===== src/rtl/vls_lanes.sv =====
// Multi-lane vector load/store unit: strided address generation, one masked
// memory request register, and an in-order load tag/data queue feeding writeback.
module vls_lanes #(
    parameter int unsigned LANES    = 4,
    parameter int unsigned DW       = 32,
    parameter int unsigned AW       = 32,
    parameter int unsigned VRW      = 5,
    parameter int unsigned QDEPTH   = 4,
    parameter logic [6:0]  OP_LOAD  = 7'b0000111,
    parameter logic [6:0]  OP_STORE = 7'b0100111
) (
    input  logic                CLK,
    input  logic                RST,
    input  logic                issue_valid,
    output logic                issue_ready,
    input  logic [6:0]          op,
    input  logic [AW-1:0]       rs1,
    input  logic [AW-1:0]       imm,
    input  logic                row_col,
    input  logic [4:0]          num_rows,
    input  logic [4:0]          num_cols,
    input  logic [VRW-1:0]      vd,
    input  logic [LANES*DW-1:0] store_data,
    output logic                mem_req_valid,
    input  logic                mem_req_ready,
    output logic                mem_req_we,
    output logic [LANES*AW-1:0] mem_req_addr,
    output logic [LANES-1:0]    mem_req_mask,
    output logic [LANES*DW-1:0] mem_req_wdata,
    input  logic                mem_rsp_valid,
    input  logic [LANES*DW-1:0] mem_rsp_data,
    output logic                wb_valid,
    input  logic                wb_ready,
    output logic [VRW-1:0]      wb_vd,
    output logic [LANES*DW-1:0] wb_data,
    output logic [LANES-1:0]    wb_mask,
    output logic                store_done,
    output logic                err_rsp
);

    localparam int unsigned PW = (QDEPTH > 1) ? $clog2(QDEPTH) : 1;
    localparam int unsigned CW = PW + 1;

    logic is_load, is_store, full;
    logic issue_fire, req_fire, alloc, pop, rsp_ok;

    logic [AW-1:0]       base_c, stride_c;
    logic [4:0]          len_c;
    logic [LANES*AW-1:0] addr_c;
    logic [LANES-1:0]    mask_c;

    logic                req_valid_q, req_valid_d;
    logic                req_we_q, req_we_d;
    logic [LANES*AW-1:0] req_addr_q, req_addr_d;
    logic [LANES-1:0]    req_mask_q, req_mask_d;
    logic [LANES*DW-1:0] req_wdata_q, req_wdata_d;

    logic [VRW-1:0]      q_vd_q     [QDEPTH];
    logic [VRW-1:0]      q_vd_d     [QDEPTH];
    logic [LANES-1:0]    q_mask_q   [QDEPTH];
    logic [LANES-1:0]    q_mask_d   [QDEPTH];
    logic [LANES*DW-1:0] q_data_q   [QDEPTH];
    logic [LANES*DW-1:0] q_data_d   [QDEPTH];
    logic [QDEPTH-1:0]   q_filled_q, q_filled_d;

    logic [PW-1:0] head_q, head_d, tail_q, tail_d, rptr_q, rptr_d;
    logic [CW-1:0] outstanding_q, outstanding_d;
    logic [CW-1:0] pending_q, pending_d;
    logic          err_q, err_d;

    assign is_load  = (op == OP_LOAD);
    assign is_store = (op == OP_STORE);
    assign full     = (outstanding_q == CW'(QDEPTH));

    assign issue_ready = !RST && (!req_valid_q || mem_req_ready) && !(is_load && full);
    assign issue_fire  = issue_valid && issue_ready;
    assign req_fire    = req_valid_q && mem_req_ready;
    assign alloc       = issue_fire && is_load;
    assign pop         = wb_valid && wb_ready;
    // pending counts allocated entries still waiting for data; a response
    // with none pending has nowhere to land and is flagged instead.
    assign rsp_ok      = mem_rsp_valid && (pending_q != '0);

    always_comb begin
        base_c   = rs1 + imm;
        stride_c = row_col ? (AW'(num_cols) * AW'(DW / 8)) : AW'(DW / 8);
        len_c    = row_col ? num_rows : num_cols;
        addr_c   = '0;
        mask_c   = '0;
        for (int unsigned i = 0; i < LANES; i++) begin
            addr_c[i*AW +: AW] = base_c + AW'(i) * stride_c;
            mask_c[i]          = (32'(len_c) > i);
        end
    end

    always_comb begin
        req_valid_d = req_valid_q;
        req_we_d    = req_we_q;
        req_addr_d  = req_addr_q;
        req_mask_d  = req_mask_q;
        req_wdata_d = req_wdata_q;
        if (req_fire) req_valid_d = 1'b0;
        if (issue_fire && (is_load || is_store)) begin
            req_valid_d = 1'b1;
            req_we_d    = is_store;
            req_addr_d  = addr_c;
            req_mask_d  = mask_c;
            req_wdata_d = is_store ? store_data : '0;
        end
    end

    always_comb begin
        q_vd_d     = q_vd_q;
        q_mask_d   = q_mask_q;
        q_data_d   = q_data_q;
        q_filled_d = q_filled_q;
        head_d     = head_q + PW'(pop);
        tail_d     = tail_q + PW'(alloc);
        rptr_d     = rptr_q + PW'(rsp_ok);
        pending_d  = pending_q + CW'(alloc) - CW'(rsp_ok);
        err_d      = err_q | (mem_rsp_valid && (pending_q == '0));
        case ({alloc, pop})
            2'b10:   outstanding_d = outstanding_q + CW'(1);
            2'b01:   outstanding_d = outstanding_q - CW'(1);
            default: outstanding_d = outstanding_q;
        endcase
        if (pop) q_filled_d[head_q] = 1'b0;
        if (alloc) begin
            q_vd_d[tail_q]     = vd;
            q_mask_d[tail_q]   = mask_c;
            q_data_d[tail_q]   = '0;
            q_filled_d[tail_q] = 1'b0;
        end
        if (rsp_ok) begin
            q_data_d[rptr_q]   = mem_rsp_data;
            q_filled_d[rptr_q] = 1'b1;
        end
    end

    always_ff @(posedge CLK) begin
        if (RST) begin
            req_valid_q   <= 1'b0;
            req_we_q      <= 1'b0;
            req_addr_q    <= '0;
            req_mask_q    <= '0;
            req_wdata_q   <= '0;
            q_filled_q    <= '0;
            head_q        <= '0;
            tail_q        <= '0;
            rptr_q        <= '0;
            outstanding_q <= '0;
            pending_q     <= '0;
            err_q         <= 1'b0;
            for (int unsigned i = 0; i < QDEPTH; i++) begin
                q_vd_q[i]   <= '0;
                q_mask_q[i] <= '0;
                q_data_q[i] <= '0;
            end
        end else begin
            req_valid_q   <= req_valid_d;
            req_we_q      <= req_we_d;
            req_addr_q    <= req_addr_d;
            req_mask_q    <= req_mask_d;
            req_wdata_q   <= req_wdata_d;
            q_filled_q    <= q_filled_d;
            head_q        <= head_d;
            tail_q        <= tail_d;
            rptr_q        <= rptr_d;
            outstanding_q <= outstanding_d;
            pending_q     <= pending_d;
            err_q         <= err_d;
            q_vd_q        <= q_vd_d;
            q_mask_q      <= q_mask_d;
            q_data_q      <= q_data_d;
        end
    end

    assign mem_req_valid = req_valid_q;
    assign mem_req_we    = req_we_q;
    assign mem_req_addr  = req_addr_q;
    assign mem_req_mask  = req_mask_q;
    assign mem_req_wdata = req_wdata_q;
    assign store_done    = req_fire && req_we_q;
    assign err_rsp       = err_q;

    assign wb_valid = (outstanding_q != '0) && q_filled_q[head_q];
    assign wb_vd    = wb_valid ? q_vd_q[head_q]   : '0;
    assign wb_data  = wb_valid ? q_data_q[head_q] : '0;
    assign wb_mask  = wb_valid ? q_mask_q[head_q] : '0;

endmodule

===== config.mk =====
export PLATFORM = sky130hd
export DESIGN_NAME = vls_lanes
export DESIGN_NICKNAME = d
export VERILOG_FILES = /design/src/rtl/vls_lanes.sv
export SDC_FILE = /design/constraint.sdc
export NUM_CORES = 2
export LEC_CHECK = 0
export BUFFER_PORTS_ARGS = -buffer_cell sky130_fd_sc_hd__buf_2
export CORE_AREA = 2 2 294 296
export DETAILED_ROUTE_END_ITERATION = 12
export DIE_AREA = 0 0 296 298
export PLACE_DENSITY = 0.66
export SLEW_MARGIN = 20
export SYNTH_ARGS = -nofsm -noshare
export SYNTH_HDL_FRONTEND = slang
export SYNTH_SLANG_ARGS = --single-unit

===== constraint.sdc =====
create_clock -name CLK -period 13 [get_ports CLK]
set_clock_uncertainty 0.05 [all_clocks]
set_input_delay 0.65 -clock CLK [delete_from_list [all_inputs] [get_ports CLK]]
set_output_delay 0.65 -clock CLK [all_outputs]
set_load 0.005 [all_outputs]

==> impl_metrics.env <==
export IMPL_status="finished, final reports clean"
export IMPL_dpl_hpwl_microns=88500
export IMPL_dpl_cell_count=6036
export IMPL_post_cts_buffers=0
export IMPL_final_cells=6249
export IMPL_worst_slack_ns=7.73
export IMPL_crit_arrival_ns=5.72
export IMPL_setup_viol=0
export IMPL_min_from="mem_rsp_data[63]"
export IMPL_die_w_microns=296
export IMPL_grt_max_degree=212
export IMPL_cp_cell_sequence="buf_2, ha_1, inv_1, fa_1, nor2b_1, o2111a_1, nor2_1, xnor2_1, fa_1, ha_1, a21oi_1, o21bai_1, a21oi_1, nand4b_1, or3_1, or4_1, o21ba_1, a311o_1"
export IMPL_worstPathMaxFanout=9
export IMPL_wl_per_cell_microns=22.3
export IMPL_synth_seq_cells=819
export IMPL_cp_top_family="simple AND/OR/NAND/NOR gates"
export IMPL_cpPeakStageDelay_ns=0.62
export IMPL_htree_levels=3
export IMPL_netlist_area_sq_um=37700
export IMPL_hp_class="input port to flop"
export IMPL_worst_path_buf_inv=2
export IMPL_start_util_pct=44.4
export IMPL_drv_slew=0
export IMPL_rows=107
export IMPL_post_cts_resized=0
export IMPL_grt_pass1_vias=33700
export IMPL_timing_hold_ws_ns=0.204
export IMPL_crit_path_top_delay_cell="or4_1"
export IMPL_drt_total_wl_microns=139000
export IMPL_finalHoldViolCount=0
export IMPL_mostFrequentLayoutCells="nand2_1 (842), dfxtp_1 (817), a21oi_1 (774), buf_2 (749), nand3_1 (674)"
export IMPL_min_period_ns=5.27
export IMPL_path_class="input port to flop"
export IMPL_p_leak_nw=16.7
export IMPL_crit_path_start_kind="input port"
export IMPL_grt_pass1_wl_microns=208000
export IMPL_core_sq_um=84900
export IMPL_fp_dieH_microns=298
export IMPL_fin_area_sq_um=44700
export IMPL_grtUsageTotal_pct=30.1
export IMPL_ys_async_sr_fraction_pct=0
export IMPL_ant_nets=0
export IMPL_clockBufferDepth=3
export IMPL_drt_first_pass_iters=6
export IMPL_crit_path_end_kind="flop"
export IMPL_rsz0062_at_grt="false"
export IMPL_area_growth_pct=18.8
export IMPL_post_place_ws_ns=7.23
export IMPL_ctsHoldBuffers=0
export IMPL_ir_drop_v=0.000106
export IMPL_drtIter0Drc=3454
export IMPL_cts_tree="done"
export IMPL_syn_nets=4926
export IMPL_drv_cap=0
export IMPL_path_clk_slew_ns=0.06
export IMPL_synth_avg_cell_area_sq_um=8.34
export IMPL_cts_buffers=89
export IMPL_yosys_most_used_dff="dfxtp_1"
export IMPL_cts_root_buf="clkbuf_16"
export IMPL_fmax_ghz=0.190
export IMPL_worstMarginPinSlew_ns=1.14
export IMPL_ys_seq_area_share_pct=43.5
export IMPL_synth_edf_count=0
export IMPL_fin_nets=5395
export IMPL_routabilityCongestion=0.951
export IMPL_utilization_pct=52.7
export IMPL_antenna_found_initial=62
export IMPL_route_vias_total=36300
export IMPL_setup_tns_ns=0
export IMPL_rr_startpoint="outstanding_q[0]"
export IMPL_viasPerCell=5.81
export IMPL_cp_startpoint="imm[0]"
export IMPL_power_density_nw_per_um2=143
export IMPL_grt_ovfl_total=0
export IMPL_yosysWarnings=0
export IMPL_io_pins=752
export IMPL_clock_latency_ns=0.65
export IMPL_post_dp_cell_area_sq_um=41700
export IMPL_drc=0
export IMPL_clkSinkCount=819
export IMPL_dieArea_sq_um=88200
export IMPL_drive_above_1_share_pct=22.4
export IMPL_required_ns=13.44
export IMPL_maxSlewHeadroom_pct=23.8
export IMPL_synth_cell_type_count=97
export IMPL_io_buffers=751
export IMPL_layout_commonest_cell="nand2_1"
export IMPL_power_total_mw=6.38
export IMPL_period_share_pct=40.6
export IMPL_netlist_instances=4514
==> area by class of cell <==
class / count / area (sq um)
antenna: 55 / 138
clock buffer: 132 / 2600
clock inverter: 26 / 332
fill: 8153 / 40100
inverter: 41 / 154
multi-input combinational: 3234 / 19600
sequential: 819 / 16400
tap: 1144 / 1430
timing repair buffer: 798 / 4140
==> synthesized netlist by cell type, types with 9 or more instances <==
master    count  share of area, %
inv_1        41              0.41
nor3_1       27              0.36
and2_1      150               2.5
ha_1         53               1.8
dfxtp_1     819                44
buf_1        78              0.78
nand3_1     677               9.0
or3_1        19              0.32
nor4_1       16              0.27
xnor2_1      48               1.1
and3_1       17              0.28
a211oi_1     48              0.96
buf_4        13              0.26
or4_1         9              0.18
mux4_2      138               8.3
xor2_1       19              0.44
buf_2        12              0.16
nor2b_1      10              0.17
o21ai_0      50              0.66
nand2b_1     14              0.23
clkbuf_1    316               3.1
nor2_1      118               1.2
nand2_1     842               8.4
a21o_1       12              0.24
fa_1         10              0.53
a311oi_1     14              0.33
a21oi_1     774                10
o211ai_1     12              0.24
==> cell families (layout without fill, tap and decap cells) <==
kind of cell / count (synthesis) / count (layout) / synth area share, %
DFF: 819 / 819 / 43.5
xor gates and xnor gates: 68 / 68 / 1.60
muxes: 146 / 146 / 8.50
other: 0 / 55 / 0
adders and majority gates: 63 / 63 / 2.29
AOI/OAI and AO/OA: 1013 / 1013 / 15.3
buffers and inverters: 461 / 997 / 4.78
and+or+nand+nor: 1944 / 1944 / 24.0
==> power breakdown <==
| group | internal, mW | total, mW | switching (mW) | leakage, nW |
|---|---|---|---|---|
| combinational | 0.398 | 1.09 | 0.695 | 8.65 |
| clock | 1.45 | 2.55 | 1.09 | 1.44 |
| sequential | 2.66 | 2.74 | 0.0803 | 6.61 |
==> worst reg2reg max path, delay by kind of cell, from the launching register on <==
| kind | cells | cell delay (ns) |
|---|---|---|
| AO/OA/AOI/OAI | 2 | 0.33 |
| AND/OR/NAND/NOR | 5 | 2.21 |
| buffers and inverters | 3 | 1.38 |
| flip-flops | 1 | 0.35 |
==> metal layers <==
metal	vias to the layer above	share of wire, %	track usage, %
met4	12	5.0	16.3
met1	17600	39	38.5
li1	16800	-	-
met5	-	0.059	0
met2	1620	47	47.2
met3	312	8.9	6.55
==> worst paths after layout <==
kind / cells after the start / to / slack (ns)
hold reg to reg: 2 / mem_req_addr[104] / 0.40
hold / removal: 3 / q_data_q[63] / 0.20
setup / recovery: 18 / mem_req_addr[123] / 7.73
setup reg to reg: 10 / q_data_q[425] / 8.61
==> state kept, by name (all words and copies together) (netlist names) <==
name	flops
mem_req_addr	120
mem_req_valid	1
rptr_q	2
head_q	2
mem_req_wdata	128
pending_q	3
err_rsp	1
q_mask_q	16
outstanding_q	3
q_data_q	512
mem_req_mask	4
q_vd_q	20
mem_req_we	1
q_filled_q	4
tail_q	2
No activity file was read; power rests on OpenSTA's default activity.
